## src/rtl/frequency_synthesizer_if.sv

```systemverilog
// Request/response bundle for frequency_synthesizer.
//   requested_frequency : desired output frequency in N Hz units (master -> slave)
//   load                : request strobe (master -> slave)
//   busy                : conversion in progress (slave -> master)
//   valid               : phase_increment reflects the last accepted request
//   out_of_range        : last accepted request was above D/2 and clamped
//   phase_increment     : increment currently driving the accumulator
interface frequency_synthesizer_if #(
    parameter int W = 32
);
    logic [31:0]  requested_frequency;
    logic         load;
    logic         busy;
    logic         valid;
    logic         out_of_range;
    logic [W-1:0] phase_increment;

    modport master (
        output requested_frequency,
        output load,
        input  busy,
        input  valid,
        input  out_of_range,
        input  phase_increment
    );

    modport slave (
        input  requested_frequency,
        input  load,
        output busy,
        output valid,
        output out_of_range,
        output phase_increment
    );
endinterface

```

## src/rtl/frequency_synthesizer.sv

```systemverilog
// Numerically controlled oscillator. A request in N Hz units is converted by a
// restoring long divider into a phase increment floor(R * 2^W / D), which then
// drives a free-running, phase-continuous accumulator.
//   clock             : reference clock
//   reset             : asynchronous, active-high reset
//   bus               : request/response interface (slave side)
//   synthesized_clock : MSB of the registered phase accumulator
//   strobe            : one-cycle pulse after each accumulator carry-out
module frequency_synthesizer #(
    parameter int FREQUENCY_OF_REFERENCE_CLOCK         = 10000000,
    parameter int N                                    = 100,
    parameter int FREQUENCY_OF_REFERENCE_CLOCK_IN_N_HZ = FREQUENCY_OF_REFERENCE_CLOCK / N,
    parameter int ACCUMULATOR_WIDTH                    = 32
) (
    input  logic                    clock,
    input  logic                    reset,
    frequency_synthesizer_if.slave  bus,
    output logic                    synthesized_clock,
    output logic                    strobe
);

    localparam int W     = ACCUMULATOR_WIDTH;
    localparam int D     = FREQUENCY_OF_REFERENCE_CLOCK_IN_N_HZ;
    // Remainder stays below D, so one extra bit holds the shifted value (< 2D).
    localparam int REM_W = $clog2(D) + 1;
    localparam int CNT_W = $clog2(W);

    localparam logic [REM_W-1:0] D_REM     = REM_W'(D);
    localparam logic [31:0]      HALF_D    = 32'(D / 2);
    localparam logic [W-1:0]     HALF_TURN = {1'b1, {(W-1){1'b0}}};
    localparam logic [CNT_W-1:0] LAST_STEP = CNT_W'(W - 1);

    typedef enum logic [1:0] {
        IDLE,
        DIVIDE,
        APPLY
    } state_t;

    state_t             state_q, state_d;
    logic [REM_W-1:0]   rem_q, rem_d;
    logic [W-1:0]       quot_q, quot_d;
    logic [CNT_W-1:0]   cnt_q, cnt_d;
    logic               clamp_q, clamp_d;
    logic               busy_q, busy_d;
    logic               valid_q, valid_d;
    logic               oor_q, oor_d;
    logic [W-1:0]       inc_q, inc_d;
    logic [W-1:0]       phase_q, phase_d;
    logic               strobe_q, strobe_d;

    logic [W:0]         sum;
    logic [REM_W-1:0]   rem_shift;

    // Accumulator: runs every cycle on whatever increment is currently applied,
    // so a conversion in flight never disturbs the output phase.
    always_comb begin
        sum      = {1'b0, phase_q} + {1'b0, inc_q};
        phase_d  = sum[W-1:0];
        strobe_d = sum[W];
    end

    // Request FSM and restoring divider.
    always_comb begin
        state_d   = state_q;
        rem_d     = rem_q;
        quot_d    = quot_q;
        cnt_d     = cnt_q;
        clamp_d   = clamp_q;
        busy_d    = busy_q;
        valid_d   = valid_q;
        oor_d     = oor_q;
        inc_d     = inc_q;
        // rem_q < D <= 2^(REM_W-1), so the dropped MSB is always zero.
        rem_shift = {rem_q[REM_W-2:0], 1'b0};

        case (state_q)
            IDLE: begin
                if (bus.load) begin
                    clamp_d = (bus.requested_frequency > HALF_D);
                    rem_d   = (bus.requested_frequency > HALF_D)
                              ? '0 : bus.requested_frequency[REM_W-1:0];
                    quot_d  = '0;
                    cnt_d   = '0;
                    busy_d  = 1'b1;
                    valid_d = 1'b0;
                    state_d = DIVIDE;
                end
            end

            DIVIDE: begin
                if (rem_shift >= D_REM) begin
                    rem_d  = rem_shift - D_REM;
                    quot_d = {quot_q[W-2:0], 1'b1};
                end else begin
                    rem_d  = rem_shift;
                    quot_d = {quot_q[W-2:0], 1'b0};
                end
                cnt_d = cnt_q + 1'b1;
                if (cnt_q == LAST_STEP) begin
                    state_d = APPLY;
                end
            end

            APPLY: begin
                inc_d   = clamp_q ? HALF_TURN : quot_q;
                oor_d   = clamp_q;
                valid_d = 1'b1;
                busy_d  = 1'b0;
                state_d = IDLE;
            end

            default: begin
                state_d = IDLE;
            end
        endcase
    end

    always_ff @(posedge clock or posedge reset) begin
        if (reset) begin
            state_q  <= IDLE;
            rem_q    <= '0;
            quot_q   <= '0;
            cnt_q    <= '0;
            clamp_q  <= 1'b0;
            busy_q   <= 1'b0;
            valid_q  <= 1'b0;
            oor_q    <= 1'b0;
            inc_q    <= '0;
            phase_q  <= '0;
            strobe_q <= 1'b0;
        end else begin
            state_q  <= state_d;
            rem_q    <= rem_d;
            quot_q   <= quot_d;
            cnt_q    <= cnt_d;
            clamp_q  <= clamp_d;
            busy_q   <= busy_d;
            valid_q  <= valid_d;
            oor_q    <= oor_d;
            inc_q    <= inc_d;
            phase_q  <= phase_d;
            strobe_q <= strobe_d;
        end
    end

    assign bus.busy            = busy_q;
    assign bus.valid           = valid_q;
    assign bus.out_of_range    = oor_q;
    assign bus.phase_increment = inc_q;
    assign synthesized_clock   = phase_q[W-1];
    assign strobe              = strobe_q;

endmodule

```

## src/flat_wrapper.sv

```systemverilog
// flat-port wrapper written by rule: the top's interface ports become plain ports
module frequency_synthesizer_flat 
#(
    parameter int FREQUENCY_OF_REFERENCE_CLOCK         = 10000000,
    parameter int N                                    = 100,
    parameter int FREQUENCY_OF_REFERENCE_CLOCK_IN_N_HZ = FREQUENCY_OF_REFERENCE_CLOCK / N,
    parameter int ACCUMULATOR_WIDTH                    = 32
)
  (clock, reset, synthesized_clock, strobe, bus_requested_frequency, bus_load, bus_busy, bus_valid, bus_out_of_range, bus_phase_increment);
  frequency_synthesizer_if #(.W((32))) bus_i ();
  input  logic clock;
  input  logic reset;
  output logic synthesized_clock;
  output logic strobe;
  input wire logic [$bits(bus_i.requested_frequency)-1:0] bus_requested_frequency;
  input wire logic [$bits(bus_i.load)-1:0] bus_load;
  output wire logic [$bits(bus_i.busy)-1:0] bus_busy;
  output wire logic [$bits(bus_i.valid)-1:0] bus_valid;
  output wire logic [$bits(bus_i.out_of_range)-1:0] bus_out_of_range;
  output wire logic [$bits(bus_i.phase_increment)-1:0] bus_phase_increment;
  assign bus_i.requested_frequency = bus_requested_frequency;
  assign bus_i.load = bus_load;
  assign bus_busy = bus_i.busy;
  assign bus_valid = bus_i.valid;
  assign bus_out_of_range = bus_i.out_of_range;
  assign bus_phase_increment = bus_i.phase_increment;
  frequency_synthesizer #(.FREQUENCY_OF_REFERENCE_CLOCK(FREQUENCY_OF_REFERENCE_CLOCK), .N(N), .FREQUENCY_OF_REFERENCE_CLOCK_IN_N_HZ(FREQUENCY_OF_REFERENCE_CLOCK_IN_N_HZ), .ACCUMULATOR_WIDTH(ACCUMULATOR_WIDTH)) u_core (.clock(clock), .reset(reset), .bus(bus_i), .synthesized_clock(synthesized_clock), .strobe(strobe));
endmodule
```

## config.mk

```make
export PLATFORM = sky130hd
export DESIGN_NAME = frequency_synthesizer_flat
export DESIGN_NICKNAME = d
export VERILOG_FILES = /design/src/rtl/frequency_synthesizer_if.sv /design/src/rtl/frequency_synthesizer.sv /design/src/flat_wrapper.sv
export SDC_FILE = /design/constraint.sdc
export NUM_CORES = 1
export LEC_CHECK = 0
export CAP_MARGIN = 20
export CORE_ASPECT_RATIO = 0.9
export CORE_UTILIZATION = 45
export CTS_CLUSTER_SIZE = 14
export DETAILED_ROUTE_END_ITERATION = 10
export PLACE_DENSITY = 0.66
export SLEW_MARGIN = 20
export SYNTH_ARGS = -nofsm -noshare
export SYNTH_HDL_FRONTEND = slang
export SYNTH_SLANG_ARGS = --single-unit
```

## constraint.sdc

```tcl
create_clock -name clock -period 8.3 [get_ports clock]
set_clock_uncertainty 0.1 [all_clocks]
set_input_delay 0.83 -clock clock [delete_from_list [all_inputs] [get_ports clock]]
set_output_delay 0.83 -clock clock [all_outputs]
set_load 0.01 [all_outputs]
```

==> impl_metrics.py, run 1 <==
metrics = {
    "synth": {
        "synth-warning-count": 0,
        "synth-seq-cells": 125,
        "yosys.cell_types.count": 71,
        "synth_edf_count": 0,
        "synth_nets": 752,
        "ys_seq_area_frac": 0.465,
        "synth.avg_cell_area_um2": 9.90,
        "syn_inst": 680,
        "ys_async_sr_fraction": 1.00,
        "yosys_most_used_dff": "dfrtp_1",
        "syn_area_mm2": 0.00673,
    },
    "clocking": {
        "htreeDepth": 4,
        "clock_sinks": 125,
        "cts_setup_buffers": 0,
        "clockBufferDepth": 2,
        "clk_latency_ns": 0.42,
        "cts_buffers": 17,
        "cts-resized-gates": 0,
        "clk_pin_slew_ns": 0.06,
        "ctsHoldBuffers": 0,
        "cts_tree": "yes",
        "root_buffer": "clkbuf_16",
    },
    "sta": {
        "setup_tns_ns": 0,
        "max_slew_margin": 0.423,
        "max_freq_mhz": 332,
        "setup_violations": 0,
        "hold_viol_final": 0,
        "grt_setup_unrepaired": "no",
        "period_minus_slack_ns": 3.01,
        "tightest_slew_ns": 0.865,
        "drv_slew": 0,
        "fin_crit_sh": 0.363,
    },
    "routing": {
        "dr_total_vias": 5199,
        "ant_nets": 0,
        "post_drt_wl_per_cell_um": 15.2,
        "dr.pass1.iters": 5,
        "avgViaCountPerCell": 5.48,
        "drt_iter0_drc": 333,
        "route.detailed.drc": 0,
        "routed_wl_um": 14400,
    },
    "final_layout": {
        "final_layout_size_suffix_gt1_frac": 0.0813,
        "fin_nets": 809,
        "fin_util": 0.556,
        "area_growth_pct": 21.1,
        "antennaDiodeCount": 0,
        "final_cell_area_mm2": 0.00815,
        "layout_commonest_cell": "dfrtp_1",
        "fillers": 1239,
        "mostFrequentLayoutCells": "dfrtp_1 (125), nand2_1 (78), clkdlybuf4s50_1 (71), o21ai_0 (59), a21oi_1 (39)",
    },
    "grt": {
        "grt_max_degree": 70,
        "grt_util_all_layers": 0.202,
        "grt_pass1_wl_um": 24400,
        "overflow": 0,
        "antenna_found_initial": 0,
        "grt_pass1_vias": 5062,
    },
    "setup_path": {
        "crit_slowest_cell": "fa_1",
        "reg2reg_from": "u_core.bus.phase_increment[0]",
        "cp_common_cell": "o21ai_0",
        "crit_type": "reg2reg",
        "crit_chain": "ha_1 > fa_1 > a211oi_1 > o21bai_1 > o21ai_0 > o211ai_2 > a31oi_1 > o21ai_0 > xor2_1",
        "critPathRequiredTime_ns": 8.48,
        "critPathMaxFanout": 5,
        "rr_worst_depth": 9,
        "r2r_slack_ns": 5.29,
        "worstSetupStartpointType": "register",
        "critPathArrivalTime_ns": 3.20,
        "critPathMaxStageDelay_ns": 0.44,
        "end_kind": "register",
        "r2r-end": "u_core.phase_q[28]",
    },
    "placement": {
        "place_area_mm2": 0.00756,
        "portBuffers": 71,
        "gp_congestion": 0.884,
        "dp_hpwl_um": 10100,
    },
    "worst_hold_path": {
        "hp-class": "reg2reg",
        "whs_endpoint": "u_core.phase_q[0]",
        "min-delay-start": "u_core.phase_q[0]",
        "hold-path-cell-count": 1,
    },
    "floorplan": {
        "io-pin-count": 72,
        "core_area_mm2": 0.0147,
        "die-area_mm2": 0.0154,
        "fp.dieH_um": 118,
        "row_count": 42,
        "die_w_um": 131,
        "start_util": 0.459,
    },
    "job": {
        "drv_cap": 0,
    },
    "pwr": {
        "pwr_density_cell_mw_per_mm2": 272,
        "power_mw": 2.21,
        "vdd.ir_drop.worst_mv": 0.167,
        "leakagePower_nw": 3.75,
    },
    "status": {
        "status": "finished, final reports clean",
    },
}
==> worst max path at each step <==
stage                                   from                  to  slack [ns]  cells past startpoint
6_report       u_core.bus.phase_increment[0]  u_core.phase_q[28]        5.29                      9
3_3_place_gp                        bus_load    u_core.rem_q[13]        5.08                      7
3_5_place_dp                        bus_load    u_core.rem_q[13]        5.00                      7
2_1_floorplan                          reset     u_core.bus.busy        4.04                      1
4_1_cts        u_core.bus.phase_increment[0]       u_core.strobe        5.31                      9
5_1_grt        u_core.bus.phase_increment[0]       u_core.strobe        5.10                      9
==> where the power goes <==
group | switching, mW | leakage [nW] | internal (mW) | total (mW)
sequential | 0.148 | 1.64 | 0.771 | 0.919
clock | 0.286 | 0.276 | 0.447 | 0.733
combinational | 0.270 | 1.84 | 0.292 | 0.562
==> synthesized netlist by cell type (4+ instances only) <==
master | count | area share
nor3_1 | 10 | 0.0074
clkbuf_1 | 25 | 0.014
nand2_1 | 78 | 0.044
a21oi_1 | 39 | 0.029
buf_2 | 5 | 0.0037
and3_1 | 4 | 0.0037
nor4_1 | 6 | 0.0056
dfrtp_1 | 125 | 0.46
nand3_1 | 17 | 0.013
a221o_2 | 5 | 0.0084
nor2_1 | 32 | 0.018
nand4_1 | 4 | 0.0037
xnor2_1 | 22 | 0.029
a22o_1 | 35 | 0.046
inv_1 | 15 | 0.0084
nor2b_1 | 7 | 0.0065
o21bai_1 | 7 | 0.0078
a31oi_1 | 5 | 0.0046
or3_1 | 4 | 0.0037
o21ai_0 | 59 | 0.044
ha_1 | 36 | 0.067
nand2b_1 | 34 | 0.032
a21o_1 | 22 | 0.025
o211ai_1 | 4 | 0.0045
xor2_1 | 10 | 0.013
and2_1 | 4 | 0.0037
a22oi_1 | 6 | 0.0067
==> cell type report <==
cell class	count	area, µm²	share of cell area
Multi-Input combinational cell	503	3390	0.416
Timing Repair Buffer	75	741	0.0909
Inverter	15	58.8	0.00722
Sequential cell	125	3130	0.384
Clock buffer	18	429	0.0527
Clock inverter	14	159	0.0195
Tap cell	198	248	0.0304
==> through the flow <==
stage | cells | hold slack [ns] | setup WS [ns]
after global routing | 948 | 0.381 | 5.10
after global placement | 916 | 0.353 | 5.08
after detailed placement | 916 | 0.361 | 5.00
final | 948 | 0.372 | 5.29
after floorplan | 680 | 0.343 | 4.04
after CTS | 948 | 0.375 | 5.31
==> flip-flops by register name, indices dropped and copies added, names as in the netlist <==
| name | count |
|---|---|
| u_core.bus.phase_increment | 32 |
| u_core.phase_q | 32 |
| u_core.quot_q | 32 |
| u_core.rem_q | 17 |
| u_core.cnt_q | 5 |
| u_core.state_q | 2 |
| u_core.bus.busy | 1 |
| u_core.bus.out_of_range | 1 |
| u_core.bus.valid | 1 |
| u_core.clamp_q | 1 |
| u_core.strobe | 1 |
==> logic make-up (layout without fill, tap and decap cells) <==
group | count (synthesis) | count (layout) | share of synthesized area
DFF | 125 | 125 | 0.465
xor gates and xnor gates | 32 | 32 | 0.0416
adders and majority gates | 37 | 37 | 0.0699
muxes | 2 | 2 | 0.00316
buffers and inverters | 52 | 122 | 0.0342
AOI/OAI and AO/OA | 218 | 218 | 0.228
and+or+nand+nor | 214 | 214 | 0.158
==> worst max-delay path, delay by kind of cell (launching register included) <==
kind,cells,cell delay [ns]
AO/OA/AOI/OAI,6,1.52
XOR/XNOR,1,0.18
flip-flops,1,0.40
adder cells (fa/ha/maj),2,0.67
==> routing by layer <==
metal,vias up,part of all wire,track usage
met5,-,0,0
met4,0,0.0096,0.0632
met3,10,0.043,0.0509
met2,134,0.46,0.303
met1,2486,0.48,0.286
li1,2569,-,-
(Power assumes the default switching activity.)
==> run 2: changes to the inputs <==
- clock period: 8.3 -> 3.15 ns (I/O delays scaled with it)
==> run 2 against run 1 <==
Against the previous run:
- flip-flop and latch count did not move
- non-clock buffer count rose by 6
- first-iteration DRC count rose by 20%
- combinational power rose to 2.7 times the previous value
- critical endpoint is now u_core.strobe
==> impl_metrics.py, run 2 (synthesized netlist as in run 1, its figures left out) <==
metrics = {
    "setup_path": {
        "crit_type": "reg2reg",
        "reg2reg_from": "u_core.bus.phase_increment[0]",
        "critPathMaxStageDelay_ns": 0.43,
        "worstSetupStartpointType": "register",
        "critPathTopFamily": "compound AO/OA/AOI/OAI gates",
        "critPathArrivalTime_ns": 3.23,
        "crit_buf_inv": 0,
        "end_kind": "register",
        "crit_chain": "ha_1 > fa_1 > a211oi_1 > o21bai_1 > o21ai_0 > o211ai_2 > a31oi_1 > o221ai_1 > a21o_1",
        "critPathRequiredTime_ns": 3.35,
        "rr_worst_depth": 9,
        "r2r-end": "u_core.strobe",
        "crit_slowest_cell": "fa_1",
        "critPathMaxFanout": 5,
        "r2r_slack_ns": 0.12,
    },
    "job": {
        "drv_cap": 0,
    },
    "sta": {
        "drv_slew": 0,
        "setup_tns_ns": 0,
        "tightest_slew_ns": 0.836,
        "period_minus_slack_ns": 3.03,
        "max_slew_margin": 0.442,
        "hold_viol_final": 0,
        "fin_crit_sh": 0.962,
        "setup_slack_ns": 0.118,
        "grt_setup_unrepaired": "no",
        "max_freq_mhz": 330,
        "setup_violations": 0,
    },
    "routing": {
        "avgViaCountPerCell": 5.50,
        "drt_iter0_drc": 399,
        "post_drt_wl_per_cell_um": 15.4,
        "routed_wl_um": 14700,
        "route.detailed.drc": 0,
        "ant_nets": 0,
        "dr_total_vias": 5245,
        "dr.pass1.iters": 6,
    },
    "grt": {
        "antenna_found_initial": 0,
        "grt_util_all_layers": 0.207,
        "grt_pass1_wl_um": 25000,
        "grt_pass1_vias": 5085,
        "grt_max_degree": 37,
        "overflow": 0,
    },
    "pwr": {
        "pwr_density_cell_mw_per_mm2": 720,
        "vdd.ir_drop.worst_mv": 0.449,
        "leakagePower_nw": 3.81,
    },
    "final_layout": {
        "final_layout_size_suffix_gt1_frac": 0.0873,
        "fillers": 1254,
        "antennaDiodeCount": 0,
        "seq_area_mm2": 0.00313,
        "fin_nets": 815,
        "mostFrequentLayoutCells": "dfrtp_1 (125), nand2_1 (78), clkdlybuf4s50_1 (71), o21ai_0 (59), a21oi_1 (39)",
        "area_growth_pct": 22.8,
        "multi_input_area_mm2": 0.00339,
        "layout_commonest_cell": "dfrtp_1",
        "fin_util": 0.564,
    },
    "clocking": {
        "cts_setup_buffers": 0,
        "clk_pin_slew_ns": 0.06,
        "clk_latency_ns": 0.42,
        "htreeDepth": 4,
        "cts_buffers": 17,
        "ctsHoldBuffers": 0,
        "cts-resized-gates": 0,
        "clockBufferDepth": 2,
        "cts_tree": "yes",
        "root_buffer": "clkbuf_16",
        "clock_sinks": 125,
    },
    "floorplan": {
        "start_util": 0.459,
        "row_count": 42,
        "die_w_um": 131,
        "core_area_mm2": 0.0147,
        "io-pin-count": 72,
        "die-area_mm2": 0.0154,
        "fp.dieH_um": 118,
    },
    "placement": {
        "pre_cts_ws_ns": 0.201,
        "dp_hpwl_um": 10600,
        "portBuffers": 71,
        "gp_congestion": 0.924,
    },
    "worst_hold_path": {
        "hp-class": "in2async",
    },
    "status": {
        "status": "finished, final reports clean",
    },
}
run 2: cell count changes in the layout (fill, tap and decap cells not counted):
| cell | change |
|---|---|
| clkinv_4 | +1 |
| clkinv_2 | -1 |
| clkinvlp_4 | -1 |
| bufinv_16 | +1 |
| buf_12 | +3 |
| inv_4 | -1 |
| inv_6 | -1 |
| inv_8 | -1 |
| clkbuf_1 | +1 |
| clkbuf_8 | +2 |
| buf_4 | +3 |
run 2: where the power goes:
group | internal, mW | switching (mW) | total, mW
registers | 2.03 | 0.389 | 2.42
logic | 0.788 | 0.718 | 1.51
clock network | 1.30 | 0.728 | 2.03
total | 4.12 | 1.84 | 5.95
run 2: layer usage:
metal / track usage / part of all wire
met1: 0.294 / 0.49
met3: 0.0536 / 0.048
met5: 0 / 0
met4: 0.0625 / 0.012
met2: 0.308 / 0.45
run 2: worst reg2reg max path, stage by stage, from the launching register on:
cell and delay, ns:
dfrtp_1 0.39, ha_1 0.23, fa_1 0.43, a211oi_1 0.29, o21bai_1 0.15, o21ai_0 0.37
o211ai_2 0.21, a31oi_1 0.34, o221ai_1 0.20, a21o_1 0.20
run 2: layout make-up:
class                      instances  share of cell area
clock buffer                      21              0.0557
sequential                       125               0.379
multi-input combinational        503               0.410
clock inverter                    11              0.0191
timing repair buffer              81              0.0996
tap                              198              0.0300
inverter                          15             0.00727
run 2: through the flow:
stage | hold WS [ns] | std cells | area, µm² | power [mW]
floorplan | 0.328 | 680 | 6730 | 3.52
global placement | 0.352 | 922 | 7650 | 3.88
detailed placement | 0.367 | 922 | 7650 | 3.95
CTS | 0.321 | 954 | 8260 | 6.01
global route | 0.352 | 954 | 8260 | 6.33
finish | 0.300 | 954 | 8260 | 5.95
run 2: worst max-delay path by stage:
stage | start | end | slack (ns) | cells past startpoint
4_1_cts | u_core.bus.phase_increment[0] | u_core.strobe | 0.16 | 9
3_5_place_dp | u_core.bus.phase_increment[0] | u_core.strobe | 0.20 | 9
6_report | u_core.bus.phase_increment[0] | u_core.strobe | 0.12 | 9
5_1_grt | u_core.bus.phase_increment[0] | u_core.strobe | 0.03 | 9
2_1_floorplan | u_core.bus.phase_increment[0] | u_core.strobe | 0.59 | 9
3_3_place_gp | u_core.bus.phase_increment[0] | u_core.strobe | 0.29 | 9
==> run 3: changes to the inputs <==
--- a/config.mk
+++ b/config.mk
@@ -12,3 +12,3 @@
 export DETAILED_ROUTE_END_ITERATION = 10
-export PLACE_DENSITY = 0.66
+export PLACE_DENSITY = 0.63
 export SLEW_MARGIN = 20
--- a/constraint.sdc
+++ b/constraint.sdc
@@ -4,2 +4,2 @@
 set_output_delay 0.315 -clock clock [all_outputs]
-set_load 0.01 [all_outputs]
+set_load 0.05 [all_outputs]
==> run 3 against run 2 <==
Against the previous run:
- clock-buffer cell count decreased by 4
- die area unchanged
- largest power group unchanged
- maximum frequency increased by 5.1%
- global-route usage rose by 0.055 points
- first-iteration DRC count down 28%
- highest routed layer unchanged
- cell count shrank 0.10%
- sequential share of layout area rose by 0.17 points
- design area decreased by 0.45%
- flip-flop and latch count unchanged
==> impl_metrics.py, run 3 (synthesized netlist as in run 1, its figures left out) <==
metrics = {
    "floorplan": {
        "die_w_um": 131,
        "start_util": 0.459,
        "core_area_mm2": 0.0147,
        "die-area_mm2": 0.0154,
        "fp.dieH_um": 118,
        "row_count": 42,
        "io-pin-count": 72,
    },
    "grt": {
        "grt.met3_usage": 0.0545,
        "use_met2": 0.321,
        "grt_pass1_vias": 5201,
        "met1_usage": 0.284,
        "busiest_layer": "met2",
        "grt_max_degree": 41,
        "grt_pass1_wl_um": 24900,
        "grt_util_all_layers": 0.207,
        "overflow": 0,
        "antenna_found_initial": 0,
    },
    "setup_path": {
        "reg2reg_from": "u_core.bus.phase_increment[0]",
        "crit_slowest_cell": "fa_1",
        "critPathMaxStageDelay_ns": 0.43,
        "end_kind": "register",
        "critPathArrivalTime_ns": 3.09,
        "cp-startpoint": "u_core.bus.phase_increment[0]",
        "crit_buf_inv": 0,
        "crit_chain": "ha_1 > fa_1 > a211oi_1 > o21bai_1 > o21ai_1 > o211ai_2 > a31oi_1 > o221ai_1 > a21o_1",
        "worstSetupStartpointType": "register",
        "critPathMaxFanout": 5,
        "critPathTopFamily": "compound AO/OA/AOI/OAI gates",
        "critPathRequiredTime_ns": 3.35,
        "crit_type": "reg2reg",
    },
    "sta": {
        "max_slew_margin": 0.420,
        "setup_violations": 0,
        "fin_crit_sh": 0.916,
        "drv_slew": 0,
        "period_minus_slack_ns": 2.89,
        "tightest_slew_ns": 0.870,
        "hold_viol_final": 0,
        "max_freq_mhz": 347,
        "setup_tns_ns": 0,
        "grt_setup_unrepaired": "no",
    },
    "clocking": {
        "ctsHoldBuffers": 0,
        "cts_setup_buffers": 0,
        "clk_latency_ns": 0.42,
        "clock_sinks": 125,
        "cts_tree": "yes",
        "clockBufferDepth": 2,
        "cts_buffers": 17,
        "clk_pin_slew_ns": 0.06,
        "htreeDepth": 4,
        "cts-resized-gates": 0,
        "root_buffer": "clkbuf_16",
    },
    "routing": {
        "post_drt_wl_per_cell_um": 15.4,
        "route.detailed.drc": 0,
        "drt_iter0_drc": 289,
        "dr_total_vias": 5290,
        "routed_wl_um": 14700,
        "avgViaCountPerCell": 5.55,
        "ant_nets": 0,
        "dr.pass1.iters": 5,
    },
    "status": {
        "status": "finished, final reports clean",
    },
    "job": {
        "drv_cap": 0,
    },
    "placement": {
        "dp_hpwl_um": 10700,
        "gp_congestion": 0.927,
        "dpl.cell_count": 921,
        "portBuffers": 71,
    },
    "final_layout": {
        "final_cells": 953,
        "layout_commonest_cell": "dfrtp_1",
        "antennaDiodeCount": 0,
        "mostFrequentLayoutCells": "dfrtp_1 (125), nand2_1 (78), clkdlybuf4s50_1 (71), o21ai_0 (58), a21oi_1 (39)",
        "fin_nets": 814,
        "final_layout_size_suffix_gt1_frac": 0.0887,
        "fillers": 1266,
        "area_growth_pct": 22.3,
    },
    "pwr": {
        "vdd.ir_drop.worst_mv": 0.549,
        "pwr_density_cell_mw_per_mm2": 721,
        "leakagePower_nw": 3.78,
    },
    "worst_hold_path": {
        "hp-class": "in2async",
    },
}
## run 3: changes by cell type in the layout (fill, tap and decap cells not counted)
| cell | previous run | this run |
|---|---|---|
| inv_6 | 3 | 5 |
| clkinvlp_4 | 3 | 7 |
| clkbuf_8 | 2 | 0 |
| o21ai_0 | 59 | 58 |
| buf_4 | 7 | 6 |
| clkinv_4 | 3 | 1 |
| clkinv_2 | 0 | 1 |
| o21ai_1 | 0 | 1 |
| bufinv_16 | 3 | 2 |
| clkbuf_1 | 2 | 0 |
## run 3: cell type report
cell class | count | area (µm²) | area share
Inverter | 15 | 60.1 | 0.00730
Sequential cell | 125 | 3130 | 0.380
Timing Repair Buffer | 80 | 816 | 0.0992
Clock buffer | 17 | 425 | 0.0517
Tap cell | 198 | 248 | 0.0301
Clock inverter | 15 | 163 | 0.0198
Multi-Input combinational cell | 503 | 3390 | 0.412
## run 3: metal layers
layer	up-vias	part of all wire
met4	0	0.011
met2	153	0.47
met3	13	0.044
li1	2588	-
met1	2536	0.48
met5	-	0
## run 3: metrics by stage
stage	hold slack (ns)	power, mW	worst slack, ns	util	instance area (µm²)
final	0.312	5.93	0.265	0.561	8230
after global routing	0.358	6.28	0.0619	0.561	8230
after CTS	0.330	5.98	0.160	0.561	8230
after detailed placement	0.360	4.02	0.190	0.521	7640
after global placement	0.352	3.95	0.272	0.521	7640
after floorplan	0.328	3.59	0.362	-	6730
## run 3: worst register-to-register path, stage by stage, from the launching register on
cell      delay, ns
dfrtp_1        0.40
ha_1           0.23
fa_1           0.43
a211oi_1       0.26
o21bai_1       0.15
o21ai_1        0.29
o211ai_2       0.20
a31oi_1        0.32
o221ai_1       0.19
a21o_1         0.20
## run 3: path summary, 6_finish.rpt
path	depth (start not counted)	end	slack, ns
max	9	u_core.strobe	0.26
min	2	u_core.quot_q[2]	0.31
max reg2reg	9	u_core.strobe	0.26
min reg2reg	1	u_core.phase_q[0]	0.37
max in group asynchronous	3	u_core.phase_q[17]	2.00
min in group clock	3	u_core.rem_q[1]	0.36
## run 3: power breakdown
group | total [mW] | switching, mW | leakage (nW) | internal [mW]
registers | 2.42 | 0.393 | 1.64 | 2.03
logic | 1.56 | 0.788 | 1.88 | 0.777
clock network | 1.94 | 0.764 | 0.269 | 1.17
total | 5.93 | 1.95 | 3.78 | 3.98
